**config.mk**
```make
export PLATFORM = sky130hd
export DESIGN_NAME = bdpsk_tx_ctrl
export DESIGN_NICKNAME = d
export VERILOG_FILES = /design/src/rtl/bdpsk_pkg.sv /design/src/rtl/bdpsk_phase_cnt.sv /design/src/rtl/bdpsk_tx_ctrl.sv
export SDC_FILE = /design/constraint.sdc
export NUM_CORES = 1
export LEC_CHECK = 0
export CORE_MARGIN = 4
export CORE_UTILIZATION = 64
export CTS_CLUSTER_SIZE = 24
export DETAILED_ROUTE_END_ITERATION = 10
export DONT_BUFFER_PORTS = 1
export PLACE_DENSITY_LB_ADDON = 0.05
export SLEW_MARGIN = 40
export SYNTH_ARGS = -nofsm -noshare
export SYNTH_HDL_FRONTEND = slang
export SYNTH_SLANG_ARGS = --single-unit
```
**constraint.sdc**
```tcl
create_clock -name clk_o -period 4 [get_ports clk_o]
set_clock_uncertainty 0.05 [all_clocks]
set_input_delay 1.2 -clock clk_o [delete_from_list [all_inputs] [get_ports clk_o]]
set_output_delay 1.2 -clock clk_o [all_outputs]
set_load 0.02 [all_outputs]
```
**src/rtl/bdpsk_pkg.sv**
```systemverilog
// Shared types and default constants for the BDPSK transmit controller.
package bdpsk_pkg;

  // Frame sequencer states.
  typedef enum logic [2:0] {
    ST_IDLE     = 3'd0,
    ST_INIT     = 3'd1,
    ST_PREAMBLE = 3'd2,
    ST_PAYLOAD  = 3'd3,
    ST_TAIL     = 3'd4,
    ST_GAP      = 3'd5
  } state_t;

  // Default frame geometry.
  localparam int unsigned DEF_PRE_LEN  = 16;
  localparam logic [31:0] DEF_PRE_PAT  = 32'h0000_A5F0;
  localparam int unsigned DEF_PAY_LEN  = 64;
  localparam int unsigned DEF_TAIL_LEN = 4;
  localparam int unsigned DEF_GAP_LEN  = 8;

  // Largest of four phase lengths; sizes the shared phase counter.
  function automatic int unsigned max4(input int unsigned a, input int unsigned b,
                                       input int unsigned c, input int unsigned d);
    int unsigned m;
    m = a;
    if (b > m) m = b;
    if (c > m) m = c;
    if (d > m) m = d;
    return m;
  endfunction

endpackage

```
**src/rtl/bdpsk_phase_cnt.sv**
```systemverilog
// Loadable down-counter that stops at 1 and flags the terminal count.
// Ports:
//   clk, rst_n : clock, async active-low reset
//   load       : load load_val this cycle (takes precedence over counting)
//   load_val   : value loaded on a phase entry
//   cnt        : registered count
//   term_c     : combinational flag, cnt == 1 (last cycle of the phase)
module bdpsk_phase_cnt #(
  parameter int unsigned W = 4
) (
  input  logic         clk,
  input  logic         rst_n,
  input  logic         load,
  input  logic [W-1:0] load_val,
  output logic [W-1:0] cnt,
  output logic         term_c
);

  // Count down, holding at 1 (or 0 when idle) so the value never wraps.
  always_ff @(posedge clk or negedge rst_n) begin
    if (!rst_n) begin
      cnt <= '0;
    end else if (load) begin
      cnt <= load_val;
    end else if (cnt > W'(1)) begin
      cnt <= cnt - W'(1);
    end
  end

  assign term_c = (cnt == W'(1));

endmodule

```
**src/rtl/bdpsk_tx_ctrl.sv**
```systemverilog
// BDPSK transmit frame sequencer: INIT, preamble, payload, zero tail, guard gap.
// Ports:
//   clk_o, reset_n      : clock, async active-low reset
//   start, abort        : frame request (IDLE only) / immediate termination
//   src_valid, src_data : payload bit source; src_ready marks consumption
//   enc_clr/en/bit      : registered commands to the differential encoder
//   busy                : not IDLE (from state register)
//   frame_done          : pulse after the last tail (or payload) bit
//   underrun            : pulse when a zero filler replaces a missing payload bit
module bdpsk_tx_ctrl
  import bdpsk_pkg::*;
#(
  parameter int unsigned PRE_LEN  = DEF_PRE_LEN,
  parameter logic [31:0] PRE_PAT  = DEF_PRE_PAT,
  parameter int unsigned PAY_LEN  = DEF_PAY_LEN,
  parameter int unsigned TAIL_LEN = DEF_TAIL_LEN,
  parameter int unsigned GAP_LEN  = DEF_GAP_LEN
) (
  input  logic clk_o,
  input  logic reset_n,
  input  logic start,
  input  logic abort,
  input  logic src_valid,
  input  logic src_data,
  output logic src_ready,
  output logic enc_clr,
  output logic enc_en,
  output logic enc_bit,
  output logic busy,
  output logic frame_done,
  output logic underrun
);

  localparam int unsigned CNT_W = $clog2(max4(PRE_LEN, PAY_LEN, TAIL_LEN, GAP_LEN) + 1);

  state_t           state, state_n;
  logic [CNT_W-1:0] cnt, load_val;
  logic             load, term_c;
  logic [4:0]       pre_idx;
  logic             clr_n, en_n, bit_n, done_n, und_n;

  // Counter holds PRE_LEN at preamble bit 0, so bit index is cnt-1 (MSB first).
  assign pre_idx = 5'(cnt - CNT_W'(1));

  bdpsk_phase_cnt #(.W(CNT_W)) u_phase_cnt (
    .clk      (clk_o),
    .rst_n    (reset_n),
    .load     (load),
    .load_val (load_val),
    .cnt      (cnt),
    .term_c   (term_c)
  );

  // State register.
  always_ff @(posedge clk_o or negedge reset_n) begin
    if (!reset_n) state <= ST_IDLE;
    else          state <= state_n;
  end

  // Next state, counter load and next values of the registered outputs.
  always_comb begin
    state_n  = state;
    load     = 1'b0;
    load_val = '0;
    clr_n    = 1'b0;
    en_n     = 1'b0;
    bit_n    = 1'b0;
    done_n   = 1'b0;
    und_n    = 1'b0;

    if (abort && state != ST_IDLE) begin
      // Abort wins over everything and silences the encoder at the same edge.
      state_n = ST_IDLE;
      load    = 1'b1;
    end else begin
      case (state)
        ST_IDLE: begin
          if (start) begin
            state_n  = ST_INIT;
            load     = 1'b1;
            load_val = CNT_W'(1);
          end
        end
        ST_INIT: begin
          clr_n    = 1'b1;
          state_n  = ST_PREAMBLE;
          load     = 1'b1;
          load_val = CNT_W'(PRE_LEN);
        end
        ST_PREAMBLE: begin
          en_n  = 1'b1;
          bit_n = PRE_PAT[pre_idx];
          if (term_c) begin
            state_n  = ST_PAYLOAD;
            load     = 1'b1;
            load_val = CNT_W'(PAY_LEN);
          end
        end
        ST_PAYLOAD: begin
          // Missing source bits become zero fillers; timing never stalls.
          en_n  = 1'b1;
          bit_n = src_valid & src_data;
          und_n = ~src_valid;
          if (term_c) begin
            load = 1'b1;
            if (TAIL_LEN == 0) begin
              state_n  = ST_GAP;
              load_val = CNT_W'(GAP_LEN);
            end else begin
              state_n  = ST_TAIL;
              load_val = CNT_W'(TAIL_LEN);
            end
          end
        end
        ST_TAIL: begin
          en_n = 1'b1;
          if (term_c) begin
            state_n  = ST_GAP;
            load     = 1'b1;
            load_val = CNT_W'(GAP_LEN);
          end
        end
        ST_GAP: begin
          // First gap cycle: the last data bit is on the encoder output now.
          done_n = (cnt == CNT_W'(GAP_LEN));
          if (term_c) begin
            state_n = ST_IDLE;
            load    = 1'b1;
          end
        end
        default: begin
          state_n = ST_IDLE;
          load    = 1'b1;
        end
      endcase
    end
  end

  // Encoder command and status registers, one cycle behind the state.
  always_ff @(posedge clk_o or negedge reset_n) begin
    if (!reset_n) begin
      enc_clr    <= 1'b0;
      enc_en     <= 1'b0;
      enc_bit    <= 1'b0;
      frame_done <= 1'b0;
      underrun   <= 1'b0;
    end else begin
      enc_clr    <= clr_n;
      enc_en     <= en_n;
      enc_bit    <= bit_n;
      frame_done <= done_n;
      underrun   <= und_n;
    end
  end

  assign busy      = (state != ST_IDLE);
  assign src_ready = (state == ST_PAYLOAD);

endmodule

```
; Yosys cells after proc, flatten, opt, wreduce, memory -nomap -nowiden
; Memory sizes are Yosys's and may differ from the RTL's.
; Index checks and enable logic that the tools add are counted.
[totals]
ff_bits = 15
romBits = 32
inputBits = 6
out_inout_bits = 7
elab_cells = 62
n_memories = 1
[classes]
add_sub_neg = 1
order_cmp = 2
eq_ne = 12
mux = 30
bitwise_logic = 2
reduce_logical = 7
[mem_list]
columns = name, depth, width, read_ports, rd_clocked_by_memory_dff, wr, line
row1 = (no name shown), 32, 1, 1, 0, 0, bdpsk_tx_ctrl.sv:92  ; bit_n = PRE_PAT[pre_idx];
[op_table]
columns = op, count
row1 = one-hot mux 7 bit (5 select lines), 1
row2 = 2-to-1 mux 7 bit, 4
row3 = 2-to-1 mux 3 bit, 7
row4 = one-hot mux 3 bit (6 select lines), 1
row5 = 2-to-1 mux 1 bit, 14
row6 = != test 3 bit (second input constant), 4
row7 = equality test 7 x 1 -> 1 bit (second input constant), 1
row8 = equality test 7 x 4 -> 1 bit (second input constant), 1
row9 = greater-than comparator 7 x 1 -> 1 bit (second input constant), 1
row10 = subtractor 7 x 1 -> 7 bit (second input constant), 1
row11 = equality test 3 x 2 -> 1 bit (second input constant), 2
row12 = equality test 3 bit (second input constant), 2
row13 = < comparator 5 x 6 -> 1 bit (second input constant), 1
row14 = AND reduction 5 bit, 1
row15 = 2-to-1 mux 4 bit, 1
row16 = one-hot mux 1 bit (2 select lines), 2
row17 = OR reduction 4 bit, 1
row18 = equality test 3 x 1 -> 1 bit (second input constant), 1
row19 = logical NOT 3 bit, 1
row20 = != test 3 x 1 -> 1 bit (second input constant), 1
row21 = nonzero test 3 bit, 1
row22 = OR reduction 3 bit, 1
row23 = nonzero test 2 bit, 1
row24 = bitwise AND 1 bit, 1
row25 = other kinds (2), 2

; Depth between registers and ports, before layout
[depth]
word_depth = 5
depth_mapped = 6
depth_no_buf = 6

; Modules after synthesis
; From an unflattened synthesis, not the netlist that was laid out.
[hier_totals]
cells_unflattened = 107
area_unflattened_um2 = 948.4
[modules_own_cells]
columns = mod, instances, cells_each, area_per_inst_um2, seq_area_each_um2
row1 = bdpsk_tx_ctrl, 1, 58, 500.5, 200.2
row2 = bdpsk_phase_cnt, 1, 49, 447.9, 175.2

; Worst setup path after synthesis
; Ideal clock, no wire load.
[synth_timing]
path_kind = flip-flop to output port
start = register state[1]
end = output port src_ready
arrival_time_ns = 0.932
required_ns = 2.750
slack_ns = 1.818
path_stages_with_launch = 3
n_path_buf = 1
path_cell_list = dfrtp_1 > clkbuf_1 > and3_1
[synth_between]
elab_chain_len = 1
[synth_rtl]
columns = element, line
row1 = from (decl), bdpsk_tx_ctrl.sv:36  ; state_t state, state_n;
row2 = from (signal assigned), bdpsk_tx_ctrl.sv:57  ; else state <= state_n;
row3 = equality test 3 x 2 -> 1 bit, bdpsk_tx_ctrl.sv:157  ; assign src_ready = (state == ST_PAYLOAD);
row4 = to (decl), bdpsk_tx_ctrl.sv:25  ; output logic src_ready,
; No other way between the ends.

; Worst setup path in the final report
[layout_timing]
start = register state[1]
end = output port busy
[layout_between]
elab_chain_len = 1
[layout_rtl]
columns = element, line
row1 = nonzero test 3 bit, bdpsk_tx_ctrl.sv:156  ; assign busy = (state != ST_IDLE);
row2 = to (decl), bdpsk_tx_ctrl.sv:29  ; output logic busy,
; No other way between the ends.

==> out/results.ini <==
[layout]
antenna_cells = 0
area_delta_synth_final_pct = 1.56
fin_nets = 102
nFillCells = 112
drive_above_1_share = 0.109

[worst_setup_path]
worstPathRequired_ns = 2.75
worstSetupPathType = flop to output pin
startpoint_type = flop
arrival_ns = 1.25
crit_path_end_kind = output pin
cp_max_fo = 12

[synth]
synth_top_flop_cell = dfrtp_1
yosys_warnings = 0
synth_edf_count = 0
synth_area_sq_um = 881
syn_inst = 93
synth.distinct_cells = 38
ys_async_sr_fraction = 1.00
synth_area_per_cell_sq_um = 9.47
syn-num-nets = 102
ys_seq_elements = 15
synth-seq-area-share = 0.426

[clock_tree]
cts_tree = built
postCtsSetupBuffers = 0
cts_resized = 0
cts_hold_buf = 0
cts_root_buffer = clkbuf_4
clock_latency_ns = 0.29
cts_sinks = 15
cts_buffer_depth = 2
clk_pin_slew_ns = 0.10
cts.htree.levels = 1
cts_buffers = 3

[detailed_routing]
wire_per_inst_microns = 15.9
first_pass_iters = 4
detail-route-antenna-nets = 0
vias = 679
drt_iter0_markers = 25
routed_wl_mm = 1.70
via_per_inst = 6.35
route.detailed.drc = 0

[timing]
setup_ws_ns = 1.50
fin_tns_setup_ns = 0
setup_violations = 0
fmax_mhz = 400
min_period_ns = 2.50
worst_slew_pin_slew_ns = 0.347
rsz0062_at_grt = false
hold_viol_final = 0
maxSlewHeadroom = 0.765
slew_violations = 0
period_share = 0.625

[pwr]
power.density_mw_per_mm2 = 772
ir_worst_vdd_mv = 0.525
power.leakage_nw = 0.397

[global_routing]
grt_max_degree = 16
grt_pass1_wl_mm = 2.92
gr-usage-met1 = 0.258
grt_pass1_vias = 653
grt_use_met3 = 0.0637
busiest_layer = met2
use_met2 = 0.288
overflow = 0
antenna_found_initial = 0
grtUsageTotal = 0.201

[job]
cap_violations = 0

[floorplanning]
ios = 13
fp.dieH_microns = 45.1
fp-row-count = 13
core_sq_mm = 0.00130
start_util = 0.677
dieArea_sq_mm = 0.00203
die_w_microns = 45.1

[outcome]
status = completed

[placed_design]
port_buffers = 0
dp_slack_ns = 1.83
routabilityCongestion = 0.860
dp_hpwl_mm = 1.29

[min_path]
hold_class = flop to flop

==> path summary, 6_finish.rpt <==
kind | startpoint | end | depth (start not counted) | slack, ns
max in group asynchronous | reset_n | enc_en | 0 | 3.28
min in group asynchronous | reset_n | u_phase_cnt.cnt[1] | 0 | 0.54
worst min-delay path | u_phase_cnt.cnt[2] | frame_done | 1 | 0.53
worst min register to register | u_phase_cnt.cnt[2] | frame_done | 1 | 0.53
worst max-delay path | state[1] | busy | 2 | 1.50
worst max register to register | u_phase_cnt.cnt[0] | enc_bit | 6 | 2.20
==> flip-flops by register name, summed over array words and instances (netlist names) <==
register / flops
frame_done: 1
underrun: 1
enc_bit: 1
enc_clr: 1
state: 3
u_phase_cnt.cnt: 7
enc_en: 1
==> critical path, cell delays in order, from the launching register on <==
cell	delay, ns
dfrtp_1	0.51
nor3_2	0.27
inv_1	0.18
==> report_power, final <==
group	internal, mW	total [mW]	switching [mW]
registers	0.189	0.261	0.0716
logic	0.141	0.339	0.198
clock network	0.0388	0.0909	0.0522
total	0.369	0.691	0.322
==> layer usage <==
metal | share of wire | wire length, microns
met5 | 0 | 0
met4 | 0.032 | 54
met3 | 0.084 | 143
met2 | 0.45 | 770
met1 | 0.43 | 730
==> Yosys cell counts, types with 2 or more instances <==
cell type	count	share of area
a21oi_2	2	0.020
xor2_1	2	0.020
and3_1	2	0.014
clkbuf_1	2	0.0085
nor2_1	9	0.038
a211oi_1	2	0.017
a21oi_1	5	0.028
ha_1	3	0.043
xnor2_1	4	0.040
inv_1	5	0.021
o32ai_1	2	0.020
nand3_1	4	0.023
nor3_1	3	0.017
o21ai_0	2	0.011
dfrtp_1	15	0.43
nor2b_1	3	0.021
nor3_2	2	0.023
nand2_1	5	0.021
nand3b_1	2	0.017
==> cells by family (layout without fill, tap and decap cells) <==
group,count (synthesis),after routing,share of synthesized area
flops,15,15,0.426
simple gates,37,37,0.232
compound gates,21,21,0.172
xor+xnor,6,6,0.0597
fa+ha+maj,3,3,0.0426
mux,1,1,0.0114
buf+inv,10,9,0.0568
==> stage by stage <==
| step | util | instances | hold WS (ns) | instance area, sq um | total power [mW] |
|---|---|---|---|---|---|
| floorplan | - | 93 | 0.471 | 881 | 0.556 |
| global placement | 0.667 | 103 | 0.501 | 868 | 0.588 |
| detailed placement | 0.667 | 103 | 0.529 | 868 | 0.597 |
| CTS | 0.688 | 107 | 0.528 | 895 | 0.686 |
| global route | 0.688 | 107 | 0.526 | 895 | 0.744 |
| finish | 0.688 | 107 | 0.533 | 895 | 0.691 |
==> area by class of cell <==
type,instances,area [sq um],share of cell area
inverter,5,18.8,0.0210
tap,15,18.8,0.0210
sequential,15,375,0.420
multi-input combinational,68,455,0.509
clock buffer,4,26.3,0.0294
==> cells in the final DEF (no fill, tap or decap), drive strengths merged, types with 2 or more instances in the layout <==
cell type | Yosys | layout
dfrtp | 15 | 15
nor2 | 10 | 10
a21oi | 7 | 7
inv | 5 | 5
nand2 | 5 | 5
nor3 | 5 | 5
nand3 | 4 | 4
xnor2 | 4 | 4
clkbuf | 2 | 4
nor2b | 3 | 3
ha | 3 | 3
o21ai | 3 | 3
and3 | 2 | 2
a211oi | 2 | 2
nand3b | 2 | 2
xor2 | 2 | 2
o32ai | 2 | 2
a21o | 2 | 2
o31ai | 2 | 2
Note: power is estimated with default switching activity, not from simulation.
